===== src/rtl/imem_loader.sv =====
// Boot-time instruction memory loader: assembles little-endian 32-bit words from a
// byte stream and writes them to consecutive instruction memory indices from 0.
module imem_loader #(
  parameter int DEPTH = 32,
  parameter int CNT_W = 6
) (
  input  logic             clk,
  input  logic             reset,
  input  logic             start,
  input  logic [CNT_W-1:0] word_count,
  input  logic             s_valid,
  input  logic [7:0]       s_data,
  output logic             s_ready,
  output logic [63:0]      imem_addr,
  output logic             imem_we,
  output logic [63:0]      imem_wdata,
  output logic             cpu_hold,
  output logic             busy,
  output logic             done,
  output logic             err
);

  typedef enum logic [1:0] {IDLE, RECV, WRITE, DONE} state_t;

  localparam logic [CNT_W-1:0] ONE = CNT_W'(1);

  state_t           r_state;
  state_t           w_next;
  logic [CNT_W-1:0] r_count;
  logic [CNT_W-1:0] r_widx;
  logic [1:0]       r_byte;
  logic [31:0]      r_word;
  logic [63:0]      r_addr;
  logic [63:0]      r_wdata;
  logic             r_err;
  logic             w_hs;
  logic             w_last;
  logic             w_zero;
  logic             w_over;

  assign w_hs   = s_valid & s_ready;
  assign w_last = (r_widx == r_count - ONE);
  assign w_zero = (word_count == '0);
  assign w_over = (int'(word_count) > DEPTH);

  always_ff @(posedge clk) begin
    if (reset) r_state <= IDLE;
    else       r_state <= w_next;
  end

  always_comb begin
    w_next = r_state;
    case (r_state)
      IDLE, DONE: if (start) w_next = (w_zero || w_over) ? DONE : RECV;
      RECV:       if (w_hs && r_byte == 2'd3) w_next = WRITE;
      WRITE:      w_next = w_last ? DONE : RECV;
      default:    w_next = IDLE;
    endcase
  end

  always_comb begin
    s_ready  = (r_state == RECV);
    imem_we  = (r_state == WRITE);
    busy     = (r_state == RECV) || (r_state == WRITE);
    cpu_hold = busy;
    done     = (r_state == DONE);
  end

  // Address/data are captured on the 4th byte so they are already stable
  // when the strobe rises, and they are left untouched until the next word.
  always_ff @(posedge clk) begin
    if (reset) begin
      r_count <= '0;
      r_widx  <= '0;
      r_byte  <= '0;
      r_word  <= '0;
      r_addr  <= '0;
      r_wdata <= '0;
      r_err   <= 1'b0;
    end else begin
      case (r_state)
        IDLE, DONE: begin
          if (start) begin
            r_count <= word_count;
            r_err   <= w_over;
            r_byte  <= '0;
            r_widx  <= '0;
          end
        end
        RECV: begin
          if (w_hs) begin
            r_word[{r_byte, 3'b000} +: 8] <= s_data;
            r_byte <= r_byte + 2'd1;
            if (r_byte == 2'd3) begin
              r_addr  <= {{(64-CNT_W){1'b0}}, r_widx};
              r_wdata <= {32'b0, s_data, r_word[23:0]};
            end
          end
        end
        WRITE: begin
          if (!w_last) r_widx <= r_widx + ONE;
        end
        default: ;
      endcase
    end
  end

  assign imem_addr  = r_addr;
  assign imem_wdata = r_wdata;
  assign err        = r_err;

endmodule

===== config.mk =====
export PLATFORM = sky130hd
export DESIGN_NAME = imem_loader
export DESIGN_NICKNAME = d
export VERILOG_FILES = /design/src/rtl/imem_loader.sv
export SDC_FILE = /design/constraint.sdc
export NUM_CORES = 1
export LEC_CHECK = 0
export BUFFER_PORTS_ARGS = -buffer_cell sky130_fd_sc_hd__buf_4
export CAP_MARGIN = 20
export CORE_MARGIN = 2
export CORE_UTILIZATION = 44
export CTS_BUF_LIST = sky130_fd_sc_hd__clkbuf_16
export DETAILED_ROUTE_END_ITERATION = 12
export HOLD_SLACK_MARGIN = 0.12
export PLACE_DENSITY = 0.76
export SYNTH_ARGS = -nofsm -noshare
export SYNTH_HDL_FRONTEND = slang
export SYNTH_SLANG_ARGS = --single-unit

===== constraint.sdc =====
create_clock -name clk -period 2.4 [get_ports clk]
set_clock_uncertainty 0.1 [all_clocks]
set_input_delay 0.12 -clock clk [delete_from_list [all_inputs] [get_ports clk]]
set_output_delay 0.12 -clock clk [all_outputs]
set_load 0.01 [all_outputs]

Word level (Yosys, flattened, before mapping) --
Cells that the tools add are included.
Word-level totals: register bits 87, output and inout bits 134, word-level logic and storage cells 51
Cells by class: $add $sub $neg 4, magnitude comparators 1, equal/unequal tests 9, shift-type cells 2, muxes and demuxes 12, bitwise logic cells 1, reduce and logical (&&, ||, !) cells 14
Operator list (count):
- $bwmux W32 | 1
- $shift A8 B7 Y32 const A | 1
- $shiftx A8 B7 Y32 | 1
- $mux W2 | 6
- $mux W6 | 2
- $pmux W6 S2 | 1
- $reduce_and A3 Y1 | 3
- $neg A5 Y7 | 1
- $add A6 B1 Y6 const B | 1
- $eq A2 B2 Y1 const B | 3
- $eq A6 B6 Y1 | 1
- $gt A6 B6 Y1 const B | 1
- $logic_not A6 Y1 | 1
- $pmux W2 S3 | 1
- $reduce_and A2 Y1 | 3
- $sub A6 B1 Y6 const B | 1
- $ne A2 B1 Y1 const B | 2
- $ne A2 B2 Y1 const B | 2
- $pmux W2 S2 | 1
- $reduce_bool A2 Y1 | 2
- $add A2 B1 Y2 const B | 1
- $eq A2 B1 Y1 const B | 1
- $logic_not A2 Y1 | 1
- $logic_or A1 B1 Y1 | 2
- 3 further kinds | 3

Longest topological paths before layout --
Gate-level depths: netlist (run 1).
word-level depth 5, mapped depth 8, mapped depth without buffers 8

Worst setup path after synthesis (run 1) --
OpenSTA, ideal clock, no wires.
kind register -> register, from register r_count[0], to register r_widx[4], arrival time 2171 ps, setup slack 43 ps, cell stages (with the launch flop) 9, clock period less this slack 2357 ps, cell sequence dfxtp_1 > inv_1 > ha_1 > or2b_2 > a21oi_1 > a31oi_1 > o2111a_4 > or4_1 > a211oi_1
Between the ends: word-level cells in the longest chain between the ends 4
Ends and longest elaborated chain:
- from (decl) | RTL line 29 | logic [CNT_W-1:0] r_count;
- from (signal assigned) | RTL line 84 | r_count <= word_count;
- $sub A6 B1 Y6 | RTL line 42 | assign w_last = (r_widx == r_count - ONE);
- $eq A6 B6 Y1 | RTL line 42
- $ne A2 B2 Y1 (no line)
- $reduce_and A3 Y1 (no line)
- to (signal assigned) | RTL line 101 | if (!w_last) r_widx <= r_widx + ONE;
- to (decl) | RTL line 30 | logic [CNT_W-1:0] r_widx;
No other way between the ends. A chain may end at the register's enable or synchronous reset.

Final worst setup path (run 1) --
from register r_count[1], to register r_widx[4]
The elaborated chain is that of the path after synthesis.

==> results, run 1 <==
- The capture point of the worst reg-to-reg path is r_widx[4].
- After detailed routing, the number of vias per cell comes to 4.808.
- Net switching is 30.89% of the power.
- The remaining routing DRC violations is 0.
- The kind of start point of the critical path is a flop.
- The adder and majority gate portion of the synthesized area is under 10%.
- The setup path with the least slack is of type flop to flop.
- The final worst-path cycle share is 96.19%.
- The number of clock sinks seen by CTS is 79.
- The number of storage elements in the synthesis netlist is slightly below 80.
- Combinational logic is responsible for between 20% and 30% of the overall power.
- The initial antenna violation count is 0.
- Once detail routing completed, the nets flagged for antenna violations numbered 0.
- The number of buffers created by CTS is 9.
- In this run the static leakage power is a little under 2 nW.
- The portion of total power attributed to the clock network is a little under two fifths.
- The fraction of final layout cells sized beyond drive strength 1 is a little under a fifth.
- The flow ran to the end, and the final reports show no timing, DRC or antenna violations.
- The fraction of synthesized cell area taken by the top area cell type is 40.68%.
- The I/O pin count is between 150 and 200.
- The maximum clock rate is 433.2 MHz.
- The synthesized area divided by synthesized cell count is ~8.1 um^2.
- At the worst endpoint, the arrival time is around 2.5 ns.
- The combinational family with the most area after synthesis is buffers and inverters.
- After filler insertion, the fill cell instance count of the layout stands at a little under 800.
- Cells fill 54.53% of the core in the end.
- Setup repair after global routing left no endpoint under its margin.
- The critical path capture point type is a flop.
- Summing the areas of all and, or, nand and nor instances in the mapped netlist gives around 17% of the synthesized area.
- The synthesized netlist devotes between 15 and 20% of its cell area to compound gates.
- The path class of the lowest-slack min-delay path is input port to flop.
- The count of buffers from port buffering is between 60 and 70.
- Measured in cells, the most critical reg-to-reg path has a length of 8.
- The startpoint identified for the worst register-to-register timing path is r_count[1].
- For this configuration, the core starts out at a cell density of between 40% and 50%.
- For the pin with the worst max-slew slack, the measured transition is ~0.72 ns.
- The count of TritonRoute iterations in the first routing pass is 4.
- The multiplexer fraction of the synthesized cell area is 0%.
- Leaving out fill and tap cells, the most frequent cells in the layout are sky130_fd_sc_hd__nand2_1, sky130_fd_sc_hd__conb_1, sky130_fd_sc_hd__dfxtp_1.
- After clock tree synthesis, the clock-pin slew on the worst setup and hold paths is around 0.060 ns.
- The final-report hold violation count came to 0.
- Clock latency on the worst-skew pair, taken at its later pin, is about 0.33 ns.
- The final count of pins violating max slew came to 0.
- The Yosys step of the flow raised 0 warnings.
- The post-DP HPWL is approximately 5900 um.
- The first-pass GRT wire length is between 10000 and 15000 um.
- The via count of the first global-routing pass came to about 3000.
- The total wire length after detailed routing is approximately 8600 um.
- The number of different library cells used by synthesis comes to 40.
- Cell internal power was estimated by the tool at 0.002717 W.
- The flop-to-flop setup slack is approximately 0.091 ns.
- Compared with the post-synthesis result, the final layout area differs by 21.15%.
- The cell type contributing the most total cell area after synthesis is sky130_fd_sc_hd__dfxtp_1.
- In the post-synthesis netlist, the biggest area contributors are sky130_fd_sc_hd__dfxtp_1, sky130_fd_sc_hd__buf_4, sky130_fd_sc_hd__nand2_1, sky130_fd_sc_hd__a21oi_1, sky130_fd_sc_hd__a22oi_1.
- The analysis attributes to net switching a power of between 0.001 and 0.0015 W.
- The number of cells produced by synthesis is between 400 and 500.
- Max-cap violations in this run came to 0.
- After floorplanning, the core was sized to cover ~0.0086 mm^2.
- CTS built an H-tree with a depth of 3.
- Of the synthesized area, sequential elements account for 40.68%.
- The largest buffer count on any clock path is 2.
- The largest fanout on the critical path is 4.
- The floorplan has 34 rows.
- The post-route setup TNS is 0 ns.
- The die covers between 0.009 and 0.01 mm^2.
- The weighted congestion at the end of routability-driven global placement is between 0.8 and 0.9.
- The total global-route track usage is between 15 and 20%.
- In this run the horizontal extent of the chip is roughly 98 um.
- The critical path starts at r_count[1].
- The pin count of the biggest net entering global routing is between 70 and 80.
- The TritonCTS clock tree is yes.
- The share of power burned in registers is 37.3%.
- In this run the tightest slew margin relative to its limit is roughly 52%.
- The routed layout has ~3200 vias.
- The destination of the critical timing path is r_widx[4].
- The overall overflow remaining after global route is 0.
- The die is 98.00 um tall.
- Setup violations remaining at the end of the flow were counted as 0.
- The maximum vdd ir drop is roughly 0.44 mV.
- In this run the power density over the cells is between 800 and 900 mW/mm^2.
- The minimum clock period after layout is roughly 2.3 ns.
- The buffer type at the clock tree root is sky130_fd_sc_hd__clkbuf_16.
- The worst path required time is between 2 and 3 ns.
- After Yosys synthesis, XOR and XNOR cells account for about 1.6% of the synthesized area.
- The post-synthesis instance area is ~0.004 mm^2.
- The detailed router finished its first iteration with between 100 and 150 violations.
- 0 antenna diodes ended up in the layout.
- After detailed routing, the average wire length per cell comes to ~13 um.
- The final net count is 589.
## sequential cells by signal, summed over array words and instances (netlist names)
register,cells
imem_wdata,32
r_word,24
imem_addr,6
r_count,6
r_widx,6
r_byte,2
r_state,2
err,1
## cells in the mapped netlist
cell type	instances
sky130_fd_sc_hd__nand4_1	1
sky130_fd_sc_hd__nor4b_2	1
sky130_fd_sc_hd__a22oi_1	26
sky130_fd_sc_hd__buf_4	91
sky130_fd_sc_hd__dfxtp_1	79
sky130_fd_sc_hd__buf_1	1
sky130_fd_sc_hd__ha_1	11
sky130_fd_sc_hd__o21a_1	1
sky130_fd_sc_hd__or2_2	1
sky130_fd_sc_hd__nor3b_1	1
sky130_fd_sc_hd__o32ai_1	2
sky130_fd_sc_hd__a21oi_1	51
sky130_fd_sc_hd__or2b_2	1
sky130_fd_sc_hd__conb_1	1
sky130_fd_sc_hd__clkbuf_1	20
sky130_fd_sc_hd__nand3_1	14
sky130_fd_sc_hd__clkbuf_2	1
sky130_fd_sc_hd__or3_1	1
sky130_fd_sc_hd__xor2_1	3
sky130_fd_sc_hd__buf_2	1
sky130_fd_sc_hd__or4_1	5
sky130_fd_sc_hd__o21ai_0	7
sky130_fd_sc_hd__o31ai_1	2
sky130_fd_sc_hd__and3_1	1
sky130_fd_sc_hd__nor2_2	1
sky130_fd_sc_hd__nand2_1	90
sky130_fd_sc_hd__nor2_1	32
sky130_fd_sc_hd__a211oi_1	4
sky130_fd_sc_hd__o311ai_0	1
sky130_fd_sc_hd__a31oi_1	2
sky130_fd_sc_hd__o2111a_4	1
sky130_fd_sc_hd__o211ai_1	1
sky130_fd_sc_hd__nand2b_1	3
sky130_fd_sc_hd__nor4b_1	2
sky130_fd_sc_hd__o2111ai_1	1
sky130_fd_sc_hd__inv_1	9
sky130_fd_sc_hd__xnor2_1	4
sky130_fd_sc_hd__nor3_1	1
sky130_fd_sc_hd__a21boi_0	1
sky130_fd_sc_hd__nand3b_1	1
## worst min-delay path by stage
| stage | from | endpoint | slack [ns] | cells after the start |
|---|---|---|---|---|
| floorplan | s_data[0] | imem_wdata[24] | 0.16 | 2 |
| CTS | s_valid | r_byte[1] | 0.15 | 5 |
| global route | s_valid | r_byte[1] | 0.19 | 4 |
| global placement | s_data[5] | r_word[5] | 0.30 | 3 |
| finish | s_valid | r_byte[1] | 0.15 | 5 |
| detailed placement | word_count[0] | r_count[0] | 0.31 | 3 |
## stage by stage
stage	setup slack [ns]	cell area (um^2)	hold slack [ns]	total power [W]	instances
2_1_floorplan	0.04347	4222	0.1560	0.002206	566
3_3_place_gp	0.1081	4163	0.2985	0.002325	637
3_5_place_dp	-0.006958	4163	0.3061	0.002365	637
4_1_cts	0.02691	4693	0.1465	0.003903	673
5_1_grt	0.01222	4710	0.1943	0.004120	673
6_report	0.09149	4710	0.1548	0.003932	673
## cell families (layout without fill, tap and decap cells)
logic type,count (synthesis),after routing
AND/OR/NAND/NOR,156,156
adder cells (fa/ha/maj),11,11
other,1,90
AO/OA/AOI/OAI,100,100
buffers and inverters,123,122
XOR/XNOR,7,7
flip-flops,79,79
## power groups by stage
stage               clock, W  combinational, W  sequential (W)
global placement           0          0.000835         0.00149
CTS                  0.00151          0.000926         0.00147
global route         0.00157           0.00107         0.00148
detailed placement         0          0.000868         0.00150
floorplan                  0          0.000728         0.00148
finish               0.00149          0.000974         0.00147
## final cells by class
type	instances	area (um^2)	area share [%]
well taps	108	135.1	2.869
multi-input cells	364	1851	39.29
flip-flops and latches	79	1583	33.61
inverters	9	33.78	0.7173
repair buffers	97	778.2	16.52
clock buffers	9	225.2	4.782
clock inverters	7	103.9	2.205
## timing repair
item | 4_1_cts | 5_1_grt
pin swaps | 0 | 2
hold buffers | 20 | 0
gates resized for setup | 1 | 4
setup endpoints to repair | 1 | 3
buffers inserted | 0 | 0
hold endpoints to repair | 39 | 0
## critical path: stages, from the launching register on
cell	delay (ns)
sky130_fd_sc_hd__dfxtp_2	0.35
sky130_fd_sc_hd__inv_1	0.05
sky130_fd_sc_hd__ha_1	0.19
sky130_fd_sc_hd__or2b_2	0.32
sky130_fd_sc_hd__a21oi_2	0.14
sky130_fd_sc_hd__a31oi_1	0.07
sky130_fd_sc_hd__o2111a_4	0.32
sky130_fd_sc_hd__or4_1	0.52
sky130_fd_sc_hd__a211oi_2	0.18
## routing by layer
layer	track usage (%)	up-vias	share of wire (%)	wire, um
li1	-	1585	-	-
met1	21.30	1499	41	3504
met2	29.93	140	50	4297
met3	4.939	12	7.5	646
met4	4.808	0	1.3	113
met5	0	-	0	0
Note: power is estimated with default switching activity, not from simulation.
==> run 2, diff against run 1 <==
==> constraint.sdc (replaced) <==
create_clock -name clk -period 1.95 [get_ports clk]
set_clock_uncertainty 0.1 [all_clocks]
set_input_delay 0.0975 -clock clk [delete_from_list [all_inputs] [get_ports clk]]
set_output_delay 0.0975 -clock clk [all_outputs]
set_load 0.01 [all_outputs]
==> run 2 against run 1 <==
  * The flow now finishes with violations (setup timing)
  * Sequential share of layout area decreased by 1.7 points
  * Global-route usage increased by 0.84 points
  * Final area up 5.4%
  * Cell count rose by 2.7%
  * Register-to-register slack worse by 0.29 ns
  * Worst setup slack worse by 0.29 ns
==> results, run 2 (synthesized netlist as in run 1, its figures left out) <==
- Along the worst path, the maximum fanout reaches 6.
- The TritonCTS clock tree is yes.
- For hold timing, the worst endpoint is r_byte[1].
- The capture point of the worst reg-to-reg path is r_widx[4].
- Setup slack on the critical path of the routed design comes to -0.1942 ns.
- The buffer type at the clock tree root is sky130_fd_sc_hd__clkbuf_16.
- The tightest hold path in the finished design has a slack of approximately 0.12 ns.
- The number of buffers created by CTS is 9.
- The share of total power dissipated in the clock network is 34.1%.
- The flow ran to the end, but the final reports show violations.
- The tightest min-delay check is of the input port to flop type.
- The largest buffer count on any clock path is 2.
- The leakage power figure is roughly 2.1 nW.
- The cell family contributing the most delay on the critical path is compound AO/OA/AOI/OAI gates.
- For this run the aggregate overflow at the end of global routing stands at 0.
- The highest-delay cell along the critical path is sky130_fd_sc_hd__or4_4.
- The reg-to-reg critical path startpoint is r_count[0].
- The fraction of final layout cells sized beyond drive strength 1 is between 20% and 30%.
- The final-report hold violation count is 0.
- The minimum clock period after layout is about 2.1 ns.
- At the end of the flow, the number of nets in the layout was 607.
- The detailed-route via count is about 3400.
- The final count of pins violating max slew is 0.
- Once detail routing completed, the nets flagged for antenna violations numbered 0.
- The weighted congestion at the end of routability-driven global placement is between 0.7 and 0.8.
- The first global-routing pass estimated between 10000 and 15000 um of wire.
- Dividing the detail-routed via count by the number of cells gives ~4.8.
- The arrival time of data at the critical path endpoint is 2.30 ns.
- The tree built by TritonCTS fans out to 79 sinks.
- Together, buffers and inverters on the worst path number 1.
- Setup repair after global routing could not meet its margin everywhere.
- The worst setup path is launched from a flop.
- The critical setup path kind is flop to flop.
- The area of the placeable core is between 0.008 and 0.009 mm^2.
- In this run, placement finished with an instance count of 647.
- The number of cells on the worst reg-to-reg path is 8.
- The minimum setup slack after placement is -0.1661 ns.
- The overall die width is approximately 98 um.
- For this run, the total global-route usage over all layers was measured as a little under a fifth.
- The starting density of the core is 45.02%.
- The register with the most flip-flops in the layout has 32 of them.
- The commonest non-fill, non-tap cell in the layout is sky130_fd_sc_hd__buf_4.
- The startpoint identified for the worst hold timing path is s_valid.
- In the finished design, the share of the clock period the worst path needs comes to 110.0%.
- The switching power is 0.001615 W.
- The total wire length after detailed routing is 8938 um.
- The floorplan step set the die height to about 98 um.
- The initial antenna violation count is 0.
- Net switching is a little under a third of the power.
- Detailed placement finished with a half-perimeter wire length of around 6000 um.
- The final cell count without fillers is a little under 700.
- The critical path crosses 8 cells after its start point.
- The worst path required time is approximately 2.1 ns.
- Cells fill between 50% and 60% of the core in the end.
- The remaining routing DRC violations is 0.
- Entering global routing, the biggest net connects 53 pins.
- The internal power component is roughly 0.0034 W.
- The portion of total power attributed to combinational logic is 30.4%.
- Row generation in the floorplan step produced 34 rows.
- The share of power burned in registers is between 30% and 40%.
- During I/O placement, the number of pins put on the boundary was between 150 and 200.
- Setup violations remaining at the end of the flow were counted as 5.
- The flop-to-flop setup slack is -0.19 ns.
- The area enclosed by the die boundary is between 0.009 and 0.01 mm^2.
- Across the run, the number of max-cap violations was 0.
- The via count of the first global-routing pass is ~3100.
- STA classifies the critical path endpoint as a flop.
- The area growth from synthesis to layout is 27.71%.
- The number of H-tree levels is 3.
- The final antenna diode count is 0.
- The detailed router finished its first iteration with 176 violations.
- The average wire per cell in the routed design is ~13 um.
- The areal power density over the cells is 1017 mW/mm^2.
- Clock-pin slew was measured on the worst setup and hold paths at ~0.06 ns.
- The worst hold path was traced through 5 stages.
- For the worst-skew pair, the clock arrives at the later sink with an insertion delay of roughly 0.33 ns.
- The checks that failed: setup timing.
- The post-route setup TNS is -0.6900 ns.
- The maximum clock rate is 466.4 MHz.
- The maximum single-stage delay on the critical path is 0.41 ns.
- In the layout the commonest cells are sky130_fd_sc_hd__buf_4, sky130_fd_sc_hd__nand2_1, sky130_fd_sc_hd__conb_1.
- The count of buffers from port buffering is 61.
- The maximum vdd ir drop is 0.5279 mV.
- The first detailed-routing pass took 4 iterations.
- The signal on the critical path passes through inv_2 -> ha_4 -> or2b_4 -> a21oi_2 -> a31oi_2 -> o2111a_4 -> or4_4 -> a211oi_2.
- The filler cell count is 735.
==> run 2: how the worst max path moves through the flow <==
stage               start        end
4_1_cts        r_count[0]  r_widx[0]
3_3_place_gp   r_count[1]  r_widx[0]
3_5_place_dp   r_count[1]  r_widx[0]
5_1_grt        r_count[0]  r_widx[4]
6_report       r_count[0]  r_widx[4]
2_1_floorplan  r_count[0]  r_widx[0]
==> run 2: tightest hold or removal path, stage by stage <==
cell	delay, ns
sky130_fd_sc_hd__buf_4	0.13
sky130_fd_sc_hd__nand3_1	0.07
sky130_fd_sc_hd__o21ai_0	0.07
sky130_fd_sc_hd__a22oi_1	0.07
sky130_fd_sc_hd__nor2_1	0.08
==> run 2: area by class of cell <==
type	instances	area (um^2)	area share, %
clock buffers	9	225.2	4.536
flip-flops and latches	79	1584	31.91
well taps	108	135.1	2.722
repair buffers	115	944.7	19.03
multi-input cells	364	1956	39.39
inverters	9	33.78	0.6804
clock inverters	7	86.33	1.739
==> run 2: per-stage QoR <==
| step | total power [W] | instance area [um^2] |
|---|---|---|
| 2_1_floorplan | 0.002787 | 4290 |
| 3_3_place_gp | 0.003053 | 4329 |
| 3_5_place_dp | 0.003109 | 4329 |
| 4_1_cts | 0.004973 | 4897 |
| 5_1_grt | 0.005316 | 4965 |
| 6_report | 0.005051 | 4965 |
==> run 2: what timing repair did <==
item | in CTS | in global routing
setup buffers | 2 | 5
pin swaps | 0 | 7
setup endpoints to repair | 6 | 19
endpoints found under the hold margin | 57 | 0
hold buffers | 21 | 0
resized for setup | 8 | 9
==> run 2: power by group through the flow <==
| stage | Clock [W] | Sequential, W | Combinational (W) |
|---|---|---|---|
| 5_1_grt | 0.00184 | 0.00180 | 0.00167 |
| 3_3_place_gp | 0 | 0.00182 | 0.00124 |
| 3_5_place_dp | 0 | 0.00182 | 0.00128 |
| 4_1_cts | 0.00176 | 0.00179 | 0.00143 |
| 2_1_floorplan | 0 | 0.00183 | 0.000961 |
| 6_report | 0.00172 | 0.00179 | 0.00154 |
==> run 2: routing by layer <==
layer | GRT usage, % | part of all wire (%)
met3 | 5.011 | 7.4
met1 | 20.94 | 40
met2 | 32.14 | 51
met4 | 7.051 | 2.3
met5 | 0 | 0
==> run 3, diff against run 2 <==
--- a/config.mk
+++ b/config.mk
@@ -13,6 +13,7 @@
 export DETAILED_ROUTE_END_ITERATION = 12
 export HOLD_SLACK_MARGIN = 0.12
 export PLACE_DENSITY = 0.76
+export REMOVE_ABC_BUFFERS = 1
 export SYNTH_ARGS = -nofsm -noshare
 export SYNTH_HDL_FRONTEND = slang
 export SYNTH_SLANG_ARGS = --single-unit
==> run 3 against run 2 <==
  * The flow still finishes with violations (setup timing)
  * Worst setup slack worse by 0.12 ns
  * Sequential share of layout area decreased by 0.40 points
  * Register-to-register slack worse by 0.12 ns
  * Routed wire length increased by 4.0%
  * Die area did not move
  * Sequential power about the same
  * Total power increased by 3.7%
  * First-iteration DRC count shrank 13%
  * Critical path depth unchanged
  * Flip-flop and latch count did not move
  * Critical path type unchanged
==> results, run 3 (synthesized netlist as in run 1, its figures left out) <==
- The clock-pin slew on the worst setup and hold paths is roughly 0.060 ns.
- The number of flip-flops under the largest register name is 32.
- The top cell types in the final layout, fill and taps aside, are sky130_fd_sc_hd__buf_4, sky130_fd_sc_hd__nand2_1, sky130_fd_sc_hd__conb_1.
- Static timing analysis puts the maximum clock frequency at 441.7 MHz.
- The initialized floorplan defines 34 standard-cell rows.
- The checks that failed: setup timing.
- The multi-input combinational cell area is slightly below 0.002 mm^2.
- The post-route setup TNS is -1.459 ns.
- ~150 I/O pins were placed.
- Detailed placement ended at an HPWL of ~6000 um.
- Walking the worst path, the cells encountered are inv_1 -> ha_1 -> or2b_4 -> a21oi_2 -> a31oi_2 -> o2111a_4 -> or4_4 -> a211oi_2.
- The highest-delay cell along the critical path is sky130_fd_sc_hd__or4_4.
- Wires add up to 9292 um.
- The flow ran to the end, but the final reports show violations.
- The overall overflow remaining after global route is 0.
- The H-tree was split into 3 levels.
- The leakage power figure is between 2 and 2.5 nW.
- The number of buffers created by CTS is 9.
- The final-report hold violation count is 0.
- Grouping stages by cell kind, the critical path spends the most delay in simple AND/OR/NAND/NOR gates.
- The buffer type at the clock tree root is sky130_fd_sc_hd__clkbuf_16.
- The total global-route track usage is between 10% and 20%.
- The starting density of the core is 45.02%.
- Counting both buffers and inverters, the worst setup path holds a total of 1.
- The highest metal layer used by the detailed router is met4.
- The commonest non-fill, non-tap cell in the layout is sky130_fd_sc_hd__buf_4.
- The final worst slack is -0.3141 ns.
- The transition time at the pin with the least slew margin is approximately 0.59 ns.
- In the final layout, the share of cells above drive strength 1 is between 20% and 30%.
- The average wire per cell in the routed design is between 10 and 15 um.
- The routed design uses ~650 um of met3 wire.
- The largest buffer count on any clock path is 2.
- Setup violations remaining at the end of the flow were counted as 7.
- The count of TritonRoute iterations in the first routing pass is 5.
- The final count of pins violating max slew was 0.
- The headroom to the max-slew limit is 60.73%.
- Clock tree synthesis found a total of approximately 80 sinks.
- The vertical die dimension is approximately 98 um.
- The worst path required time is 2.10 ns.
- The sum of routed wire segments on met1 is between 3000 and 4000 um.
- Registers take ~0.0016 mm^2.
- Setup repair after global routing could not meet its margin everywhere.
- Relative to the synthesized area, the layout overhead comes to 29.32%.
- The remaining routing DRC violations is 0.
- The insertion delay of the later-clocked pin in the worst-skew pair is between 0.3 and 0.4 ns.
- The final worst hold slack is 0.1416 ns.
- The maximum vdd ir drop is around 0.62 mV.
- For this run, the slowest stage of the critical path takes between 0.5 and 0.6 ns.
- Power spread over the standard cell area amounts to about 1000 mW/mm^2.
- Data arrives at the worst endpoint at between 2 and 2.5 ns.
- The first global-routing pass estimated between 10000 and 15000 um of wire.
- The critical path capture point type is a flop.
- At the end of routability-driven placement, the weighted congestion stood at about 0.82.
- The routed layout has around 3500 vias.
- Entering global routing, the biggest net connects 58 pins.
- In the final design database the tool counted about 600 nets.
- For this block, the initial DRC count from the detailed router was 153.
- The number of routed nets with antenna violations is 0.
- The filler cell count is about 720.
- Of all nets on the critical path, the largest fanout is 4.
- The overall die width is roughly 98 um.
- 0 antenna diodes ended up in the layout.
- The area enclosed by the die boundary is 0.009603 mm^2.
- The count of buffers from port buffering is slightly above 60.
- The final worst-path cycle share is 116.1%.
- In this run, placement finished with an instance count of about 660.
- The met2 routed wirelength is ~4600 um.
- The TritonCTS clock tree is yes.
- The critical setup path kind is flop to flop.
- In the routed layout, each cell is associated on average with a via count of about 5.
- Subtracting the final worst setup slack from the clock period gives roughly 2.3 ns.
- The finished layout holds 700 standard cells, fillers aside.
- The area of the placeable core is approximately 0.0086 mm^2.
- STA classifies the critical path startpoint as a flop.
- Max-cap violations in this run came to 0.
- The worst hold path belongs to the class input port to flop.
- The via count of the first global-routing pass is between 3000 and 4000.
- The initial antenna violation count is 0.
## run 3: worst paths after layout
path | cells past startpoint | startpoint | to | slack [ns]
max reg2reg | 8 | r_count[1] | r_widx[4] | -0.31
max | 8 | r_count[1] | r_widx[4] | -0.31
min reg2reg | 2 | r_word[2] | imem_wdata[2] | 0.35
min | 4 | s_valid | r_byte[1] | 0.14
## run 3: report_power, final
group	leakage, nW	switching [W]	internal [W]
Sequential	0.639	0.0000710	0.00171
Clock	0.150	0.000685	0.00100
Combinational	1.37	0.000935	0.000833
## run 3: layer usage
metal,track usage [%],up-vias
met5,0,-
met4,10.58,0
met3,3.794,28
met2,30.45,159
met1,21.83,1627
li1,-,1637
## run 3: layout make-up
cell class                 count  area share, %
sequential                    79          31.51
timing repair buffer         124          19.99
multi-input combinational    364          39.10
inverter                       9         0.6720
clock inverter                 7          1.568
tap                          108          2.688
clock buffer                   9          4.480
## run 3: stage by stage
| stage | setup slack, ns | power [W] | util (%) | instance area (um^2) |
|---|---|---|---|---|
| floorplan | -0.4113 | 0.002523 | - | 3450 |
| global placement | -0.3253 | 0.003063 | 50.16 | 4332 |
| detailed placement | -0.3797 | 0.003111 | 50.16 | 4332 |
| CTS | -0.3013 | 0.005025 | 57.20 | 4940 |
| global route | -0.3606 | 0.005458 | 58.21 | 5027 |
| finish | -0.3141 | 0.005239 | 58.21 | 5027 |
## run 3: what timing repair did
action	in CTS	in global routing
endpoints found under the setup margin	7	22
hold endpoints to repair	39	0
pin swaps	13	10
hold buffers	20	0
buffers inserted	5	2
resized for setup	17	15
## run 3: worst reg2reg max path, stage by stage (launching register included)
cell                       delay [ns]
sky130_fd_sc_hd__dfxtp_2         0.34
sky130_fd_sc_hd__inv_1           0.05
sky130_fd_sc_hd__ha_1            0.19
sky130_fd_sc_hd__or2b_4          0.26
sky130_fd_sc_hd__a21oi_2         0.14
sky130_fd_sc_hd__a31oi_2         0.07
sky130_fd_sc_hd__o2111a_4        0.31
sky130_fd_sc_hd__or4_4           0.54
sky130_fd_sc_hd__a211oi_2        0.18
